`config.mk`:
```
export PLATFORM = sky130hd
export DESIGN_NAME = key_event_ctrl
export DESIGN_NICKNAME = d
export VERILOG_FILES = /design/src/rtl/key_evt_pkg.sv /design/src/rtl/key_evt_track.sv /design/src/rtl/key_event_ctrl.sv
export SDC_FILE = /design/constraint.sdc
export NUM_CORES = 1
export LEC_CHECK = 0
export ABC_CLOCK_PERIOD_IN_PS = 5300
export BUFFER_PORTS_ARGS = -buffer_cell sky130_fd_sc_hd__clkbuf_2
export CELL_PAD_IN_SITES_DETAIL_PLACEMENT = 1
export CELL_PAD_IN_SITES_GLOBAL_PLACEMENT = 1
export CORE_UTILIZATION = 47
export DETAILED_ROUTE_END_ITERATION = 10
export HOLD_SLACK_MARGIN = 0.08
export PLACE_DENSITY_LB_ADDON = 0.1
export SLEW_MARGIN = 20
export SYNTH_ARGS = -nofsm -noshare
export SYNTH_HDL_FRONTEND = slang
export SYNTH_SLANG_ARGS = --single-unit
```
`constraint.sdc`:
```
create_clock -name clk -period 5.3 [get_ports clk]
set_input_delay 0.53 -clock clk [delete_from_list [all_inputs] [get_ports clk]]
set_output_delay 0.53 -clock clk [all_outputs]
set_load 0.01 [all_outputs]
```
`src/rtl/key_evt_pkg.sv`:
```
// Event type encodings and arbiter FSM states for key_event_ctrl.
// No logic; no latency and no backpressure.
package key_evt_pkg;

    typedef enum logic [1:0] {
        EVT_NONE    = 2'b00,
        EVT_PRESS   = 2'b01,
        EVT_RELEASE = 2'b10,
        EVT_LONG    = 2'b11
    } evt_type_t;

    typedef enum logic {
        IDLE  = 1'b0,
        OFFER = 1'b1
    } state_t;

endpackage

```
`src/rtl/key_evt_track.sv`:
```
// Per-key edge detect, optional hold counter (KEY_LONG_PRESS_EN) and one-deep pending slot; event lands in slot 1 cycle after key change.
// Backpressure: a new event hitting an occupied, ungranted slot is dropped and flagged.
module key_evt_track
    import key_evt_pkg::*;
#(
    parameter int LONG_CYCLES = 100000000
) (
    input  logic       clk,
    input  logic       rst,
    input  logic       arm,
    input  logic       key,
    input  logic       grant,
    output logic       pend,
    output logic [1:0] pend_type,
    output logic       drop
);

    logic       prev;
    logic       rise;
    logic       fall;
    logic       long_evt;
    logic       new_vld;
    logic [1:0] new_type;

    always_ff @(posedge clk or posedge rst) begin
        if (rst) prev <= 1'b0;
        else     prev <= key;
    end

    // arm is low for the first cycle after reset so held keys only prime prev
    assign rise = arm & key & ~prev;
    assign fall = arm & ~key & prev;

`ifdef KEY_LONG_PRESS_EN
    localparam int CW = $clog2(LONG_CYCLES + 1);
    localparam logic [CW-1:0] CNT_MAX = CW'(LONG_CYCLES);
    localparam logic [CW-1:0] CNT_HIT = CW'(LONG_CYCLES - 1);

    logic [CW-1:0] cnt;

    // Saturates at LONG_CYCLES so the LONG event fires once per press
    always_ff @(posedge clk or posedge rst) begin
        if (rst)                                   cnt <= '0;
        else if (!key)                             cnt <= '0;
        else if (arm && prev && (cnt != CNT_MAX))  cnt <= cnt + CW'(1);
    end

    assign long_evt = arm & key & prev & (cnt == CNT_HIT);
`else
    assign long_evt = 1'b0;
`endif

    always_comb begin
        new_vld  = rise | fall | long_evt;
        new_type = EVT_LONG;
        if (rise)      new_type = EVT_PRESS;
        else if (fall) new_type = EVT_RELEASE;
    end

    assign drop = new_vld & pend & ~grant;

    always_ff @(posedge clk or posedge rst) begin
        if (rst) begin
            pend      <= 1'b0;
            pend_type <= EVT_NONE;
        end else if (new_vld && !drop) begin
            pend      <= 1'b1;
            pend_type <= new_type;
        end else if (grant) begin
            pend      <= 1'b0;
        end
    end

endmodule

```
`src/rtl/key_event_ctrl.sv`:
```
// Key event controller: per-key trackers feed a round-robin arbiter, event valid 2 cycles after key change, 1 event/cycle; LONG events need KEY_LONG_PRESS_EN.
// Backpressure: output held until evt_ready; per-key events arriving while that key's slot is full are dropped and set sticky ovf.
module key_event_ctrl
    import key_evt_pkg::*;
#(
    parameter int NUM_KEYS    = 4,
    parameter int LONG_CYCLES = 100000000
) (
    input  logic                        clk,
    input  logic                        rst,
    input  logic [NUM_KEYS-1:0]         key_db,
    output logic                        evt_valid,
    input  logic                        evt_ready,
    output logic [$clog2(NUM_KEYS)-1:0] evt_id,
    output logic [1:0]                  evt_type,
    output logic                        ovf,
    input  logic                        ovf_clr
);

    localparam int IDW = $clog2(NUM_KEYS);

    state_t                     state;
    state_t                     state_nxt;
    logic                       arm;
    logic                       load;
    logic [NUM_KEYS-1:0]        pend;
    logic [NUM_KEYS-1:0][1:0]   pend_type;
    logic [NUM_KEYS-1:0]        drop;
    logic [NUM_KEYS-1:0]        grant;
    logic [IDW-1:0]             last_id;
    logic [IDW-1:0]             win_id;
    logic                       win_found;

    always_ff @(posedge clk or posedge rst) begin
        if (rst) arm <= 1'b0;
        else     arm <= 1'b1;
    end

    for (genvar g = 0; g < NUM_KEYS; g++) begin : g_trk
        key_evt_track #(
            .LONG_CYCLES (LONG_CYCLES)
        ) u_trk (
            .clk       (clk),
            .rst       (rst),
            .arm       (arm),
            .key       (key_db[g]),
            .grant     (grant[g]),
            .pend      (pend[g]),
            .pend_type (pend_type[g]),
            .drop      (drop[g])
        );
    end

    // Round-robin search starts just past the last granted key
    always_comb begin
        int             j;
        logic [IDW-1:0] sel;
        win_found = 1'b0;
        win_id    = '0;
        for (int k = 1; k <= NUM_KEYS; k++) begin
            j   = (int'(last_id) + k) % NUM_KEYS;
            sel = IDW'(j);
            if (!win_found && pend[sel]) begin
                win_found = 1'b1;
                win_id    = sel;
            end
        end
    end

    always_comb begin
        state_nxt = state;
        load      = 1'b0;
        case (state)
            IDLE: begin
                if (win_found) begin
                    load      = 1'b1;
                    state_nxt = OFFER;
                end
            end
            OFFER: begin
                if (evt_ready) begin
                    if (win_found) load = 1'b1;
                    else           state_nxt = IDLE;
                end
            end
            default: state_nxt = IDLE;
        endcase
    end

    always_comb begin
        grant = '0;
        for (int i = 0; i < NUM_KEYS; i++) begin
            grant[i] = load && (win_id == IDW'(i));
        end
    end

    always_ff @(posedge clk or posedge rst) begin
        if (rst) begin
            state    <= IDLE;
            evt_id   <= '0;
            evt_type <= EVT_NONE;
            last_id  <= IDW'(NUM_KEYS - 1);
        end else begin
            state <= state_nxt;
            if (load) begin
                evt_id   <= win_id;
                evt_type <= pend_type[win_id];
                last_id  <= win_id;
            end
        end
    end

    assign evt_valid = (state == OFFER);

    // A drop in the same cycle as ovf_clr keeps the flag set
    always_ff @(posedge clk or posedge rst) begin
        if (rst)          ovf <= 1'b0;
        else if (|drop)   ovf <= 1'b1;
        else if (ovf_clr) ovf <= 1'b0;
    end

endmodule

```
==> results of run 1 <==
-- critical path: stages, from the launching register on --
cell	delay [ps]
dfstp_2	620
mux2i_1	220
o2bb2ai_1	160
or3_4	460
o21ai_2	230
nand3b_1	130
a211o_1	310
-- path summary, 6_finish.rpt --
kind | start | endpoint | slack [ps] | depth (start not counted)
max | last_id[1] | g_trk[0].u_trk.pend_type[0] | 3070 | 6
min | key_db[3] | g_trk[3].u_trk.prev | 360 | 1
max reg2reg | last_id[1] | g_trk[0].u_trk.pend_type[0] | 3070 | 6
min reg2reg | evt_type[0] | evt_type[0] | 490 | 1
max in group asynchronous | rst | g_trk[3].u_trk.pend_type[0] | 4330 | 2
min in group asynchronous | rst | g_trk[2].u_trk.pend_type[0] | 380 | 2
-- area by class of cell --
| class | instances | area [sq um] | share of cell area, % |
|---|---|---|---|
| inverter | 11 | 41.3 | 3.00 |
| timing repair buffer | 13 | 65.1 | 4.73 |
| sequential | 25 | 628 | 45.7 |
| multi-input combinational | 84 | 576 | 41.9 |
| tap | 30 | 37.5 | 2.73 |
| clock buffer | 3 | 22.5 | 1.64 |
| clock inverter | 1 | 5.00 | 0.364 |
-- where the power goes --
part	switching, W	internal (W)	leakage, nW
clock network	0.0000563	0.0000282	0.0177
registers	0.0000660	0.000255	0.285
logic	0.000195	0.000158	0.356
-- flip-flops by register name, indices dropped and copies added (netlist names) --
name / count
evt_type: 2
ovf: 1
last_id: 2
evt_id: 2
arm: 1
g_trk.u_trk.pend_type: 8
evt_valid: 1
g_trk.u_trk.prev: 4
g_trk.u_trk.pend: 4
-- per-stage QoR --
step,instances,worst slack (ps),power [W]
2_1_floorplan,122,3240,0.000580
3_3_place_gp,163,3090,0.000657
3_5_place_dp,163,3070,0.000680
4_1_cts,167,3060,0.000763
5_1_grt,167,2960,0.000814
6_report,167,3070,0.000758
-- cells in the final DEF, fill, tap and decap left out, types with 3 or more instances in the layout --
| cell type | count |
|---|---|
| mux2i_1 | 5 |
| inv_1 | 11 |
| nor2b_1 | 3 |
| clkbuf_4 | 3 |
| a31oi_1 | 4 |
| a21o_1 | 4 |
| dfrtp_1 | 23 |
| o22ai_1 | 4 |
| clkbuf_2 | 13 |
| o21ai_0 | 7 |
| xor2_1 | 3 |
| nor2_1 | 8 |
| nand2_1 | 13 |
-- logic make-up after synthesis --
logic type      Yosys count  share of synthesized area (%)
mux                       5                           3.99
simple gates             36                           15.4
compound gates           39                           24.2
buf+inv                  13                           3.99
other cells               1                          0.299
flops                    25                           50.1
xor+xnor                  3                           2.10
-- layer usage --
layer | track usage, % | wire [um] | part of all wire [%] | vias to the layer above
li1 | - | - | - | 468
met1 | 27.2 | 1320 | 49 | 459
met2 | 36.0 | 1300 | 48 | 19
met3 | 2.82 | 55 | 2.0 | 6
met4 | 11.0 | 42 | 1.5 | 0
met5 | 0 | 0 | 0 | -
==> flow_summary.yaml, run 1 <==
run_status:
  outcome: "complete, no violations"
yosys:
  synthCells: 122
  yosysMostFrequentCell: "dfrtp_1"
  ys_seq_elements: 25
  synthArstFlopShare_pct: 100
  synth_cell_types: 41
  synth_common_cells: "dfrtp_1 (23), nand2_1 (13), inv_1 (11), nor2_1 (8), o21ai_0 (7)"
  synth.largest_area_cell: "dfrtp_1"
  synth_area_sq_um: 1250
  ys.warnings.count: 0
  syn_area_per_cell_sq_um: 10.3
  synthFlopType: "dfrtp_1"
  seq_area_frac_synth_pct: 50.1
  netlist_top_cells_area: "dfrtp_1 (46%), dfstp_2 (4.2%), mux2i_1 (4.0%), nand2_1 (3.9%), inv_1 (3.3%)"
  synth_edf_count: 0
  yosys.area.top_type_share_pct: 45.9
  synth_nets: 130
die:
  die_w_um: 53.6
  core_area_sq_um: 2500
  initial_core_util_pct: 50.2
  num_rows: 18
  io_pins: 14
  dieHeight_um: 53.6
  dieArea_sq_um: 2880
routing:
  first_iter_violations: 15
  antenna_left: 0
  via_count: 952
  firstDrtPassIters: 4
  drcViolationCount: 0
  wirelength_mm: 2.72
  vias_per_cell: 5.70
  wl_per_cell_um: 16.3
placement:
  gp_congestion: 0.806
  place_area_sq_um: 1350
  place_hpwl_mm: 2.10
  port-buffer-count: 13
cells_and_area:
  finalInstanceArea_sq_um: 1380
  drive_gt1_share_pct: 19.7
  area_growth_pct: 9.68
  final_core_util_pct: 55.0
  fin_nets: 146
  nFillCells: 289
  antenna_cells: 0
global_routing:
  grt_pass1_vias: 946
  grt_pass1_wl_mm: 4.32
  groute.usage.overall_pct: 21.6
  gr-total-overflow: 0
  grt_max_degree: 26
  antenna_found_initial: 0
clock_network:
  clockRootBuffer: "clkbuf_4"
  path_clk_slew_ps: 140
  cts_hold_buf: 0
  htreeDepth: 1
  cts_tree: "built"
  cts.sinks: 25
  worstSkewPairLatency_ps: 320
  cts_resized: 0
  cts-buffers-inserted: 3
  clk_path_buf_depth: 2
  post_cts_buffers: 0
timing:
  holdWs_ps: 364
  fin_setup_tns_ps: 0
  min_period_ps: 2230
  rsz0062_at_grt: "false"
  final_max_slew_viol_count: 0
  fmaxAchievable_ghz: 0.448
  relSlewSlack_pct: 36.5
  finalClockSkew_ps: 11.4
  setup_violations: 0
  hold_violations: 0
  worst_slew_pin_slew_ps: 951
  timing.final.crit_share_pct: 42.1
setup_path:
  critPathKind: "flip-flop to flip-flop"
  cp_max_fo: 7
  crit_required_ps: 5530
  cp-end-kind: "flip-flop"
  cp-start-kind: "flip-flop"
  cp.arrival_ps: 2460
power_and_ir_drop:
  ir_drop_mv: 0.315
  powerDensity_nw_per_um2: 551
  power_leakage_nw: 0.659
worst_hold_path:
  min_path_type: "input port to flip-flop"
run:
  drv_cap: 0
Power figures use the tool's default switching activity.
==> inputs of run 2 (changes only) <==
Settings changed: ABC_CLOCK_PERIOD_IN_PS 5300 to 2100, CORE_UTILIZATION 47 to 44.
Clock period 5.3 ns to 2.1 ns, I/O delays scaled along.
==> run 2 against run 1 <==
  * Register-to-register slack got worse by 3100 ps
  * First-iteration DRC count rose by 60%
  * The flow now finishes with violations (negative setup slack)
  * Critical path depth did not move
==> flow_summary.yaml, run 2 (synthesis results as in run 1) <==
setup_path:
  path_buf_inv: 0
  crit_path_max_incr_delay_ps: 490
  cp-end-kind: "flip-flop"
  cp_cell_sequence: "o211ai_1, nand2_2, or3_4, o31ai_4, o22ai_1, or3_1"
  cp-startpoint: "g_trk[0].u_trk.pend"
  cp.arrival_ps: 2320
  r2r-start: "g_trk[0].u_trk.pend"
  cp_max_fo: 6
  slowest_stage: "dfrtp_2"
  cp-start-kind: "flip-flop"
  cp_top_family: "simple AND/OR/NAND/NOR gates"
  crit_required_ps: 2310
  critPathKind: "flip-flop to flip-flop"
die:
  die_w_um: 55.4
  dieArea_sq_um: 3070
  initial_core_util_pct: 48.4
  core_area_sq_um: 2590
  io_pins: 14
  dieHeight_um: 55.4
  num_rows: 18
global_routing:
  antenna_found_initial: 0
  grt_pass1_wl_mm: 4.98
  gr-total-overflow: 0
  grt_max_degree: 26
  groute.usage.overall_pct: 20.3
  grt_pass1_vias: 1093
timing:
  finalClockSkew_ps: 13.2
  min_period_ps: 2110
  final_max_slew_viol_count: 0
  hold_violations: 0
  timing.final.crit_share_pct: 100
  setup_violations: 1
  fmaxAchievable_ghz: 0.474
  fin_ws_ps: -9.39
  rsz0062_at_grt: "true"
routing:
  wl_per_cell_um: 17.0
  via_count: 1053
  vias_per_cell: 5.63
  wirelength_mm: 3.18
  drcViolationCount: 0
  first_iter_violations: 24
  antenna_left: 0
  firstDrtPassIters: 4
cells_and_area:
  final_core_util_pct: 61.6
  final_cell_mix: "dfrtp_1 (21), buf_4 (15), clkbuf_2 (13)"
  nFillCells: 295
  top_regs: "g_trk.u_trk.pend_type: 8 flops, g_trk.u_trk.pend: 4 flops, g_trk.u_trk.prev: 4 flops"
  largest_register_ffs: 8
  final-seq-area_sq_um: 631
  multiInputGateArea_sq_um: 631
  drive_gt1_share_pct: 31.8
  top_register: "g_trk.u_trk.pend_type"
  final_common_cell: "dfrtp_1"
  antenna_cells: 0
  fin_nets: 166
  area_growth_pct: 27.2
placement:
  gp_congestion: 0.826
  port-buffer-count: 13
  dp_slack_ps: -37.9
  place_hpwl_mm: 2.17
clock_network:
  clockRootBuffer: "clkbuf_4"
  cts_tree: "built"
  cts-buffers-inserted: 3
  worstSkewPairLatency_ps: 320
  htreeDepth: 1
  cts.sinks: 25
  path_clk_slew_ps: 150
  clk_path_buf_depth: 2
power_and_ir_drop:
  finalPower_w: 0.00235
  powerDensity_nw_per_um2: 1470
  ir_drop_mv: 0.953
  power_leakage_nw: 0.760
run_status:
  outcome: "finished with violations"
  violations: "negative setup slack"
run:
  drv_cap: 0
worst_hold_path:
  holdCritStartpoint: "evt_ready"
  min_path_type: "input port to flip-flop"
run 2: worst paths after layout:
check / endpoint / slack [ps] / cells past startpoint
max: ovf / -9 / 6
min: evt_valid / 180 / 3
max reg2reg: ovf / -9 / 6
min reg2reg: evt_type[0] / 490 / 1
max in group asynchronous: last_id[0] / 1340 / 4
min in group asynchronous: g_trk[3].u_trk.prev / 460 / 4
run 2: what timing repair did:
item / 4_1_cts / 5_1_grt
gates resized for setup: 3 / 12
pin swaps: 2 / 8
hold buffers: 5 / 0
endpoints found under the setup margin: 3 / 9
setup buffers: 3 / 3
endpoints found under the hold margin: 27 / 0
run 2: power breakdown:
group | total (W) | leakage, nW | internal [W] | switching (W)
Clock | 0.000217 | 0.0177 | 0.0000712 | 0.000146
Sequential | 0.000831 | 0.284 | 0.000649 | 0.000183
Combinational | 0.00130 | 0.459 | 0.000652 | 0.000646
run 2: metrics by stage:
stage          hold WS [ps]  cells  cell area (sq um)  setup TNS, ps
2_1_floorplan           236    122               1250              0
6_report                182    187               1600          -9.39
3_5_place_dp            266    172               1420          -79.2
5_1_grt                 174    187               1600           -305
4_1_cts                 190    184               1530              0
3_3_place_gp            253    172               1420              0
run 2: worst min-delay path, stage by stage:
cell	delay [ps]
clkbuf_2	80
nand2b_1	120
nand2_1	60
run 2: area by class of cell:
type | count | area share (%)
inverter | 11 | 2.59
timing repair buffer | 33 | 14.3
multi-input combinational | 84 | 39.5
clock buffer | 3 | 1.41
sequential | 25 | 39.5
tap | 30 | 2.35
clock inverter | 1 | 0.314
run 2: per-layer routing:
layer	global-route usage, %	part of all wire [%]	vias to the layer above
met1	25.6	46	534
met4	6.43	1.3	0
met5	0	0	-
met3	2.58	1.7	4
met2	36.0	51	12
li1	-	-	503
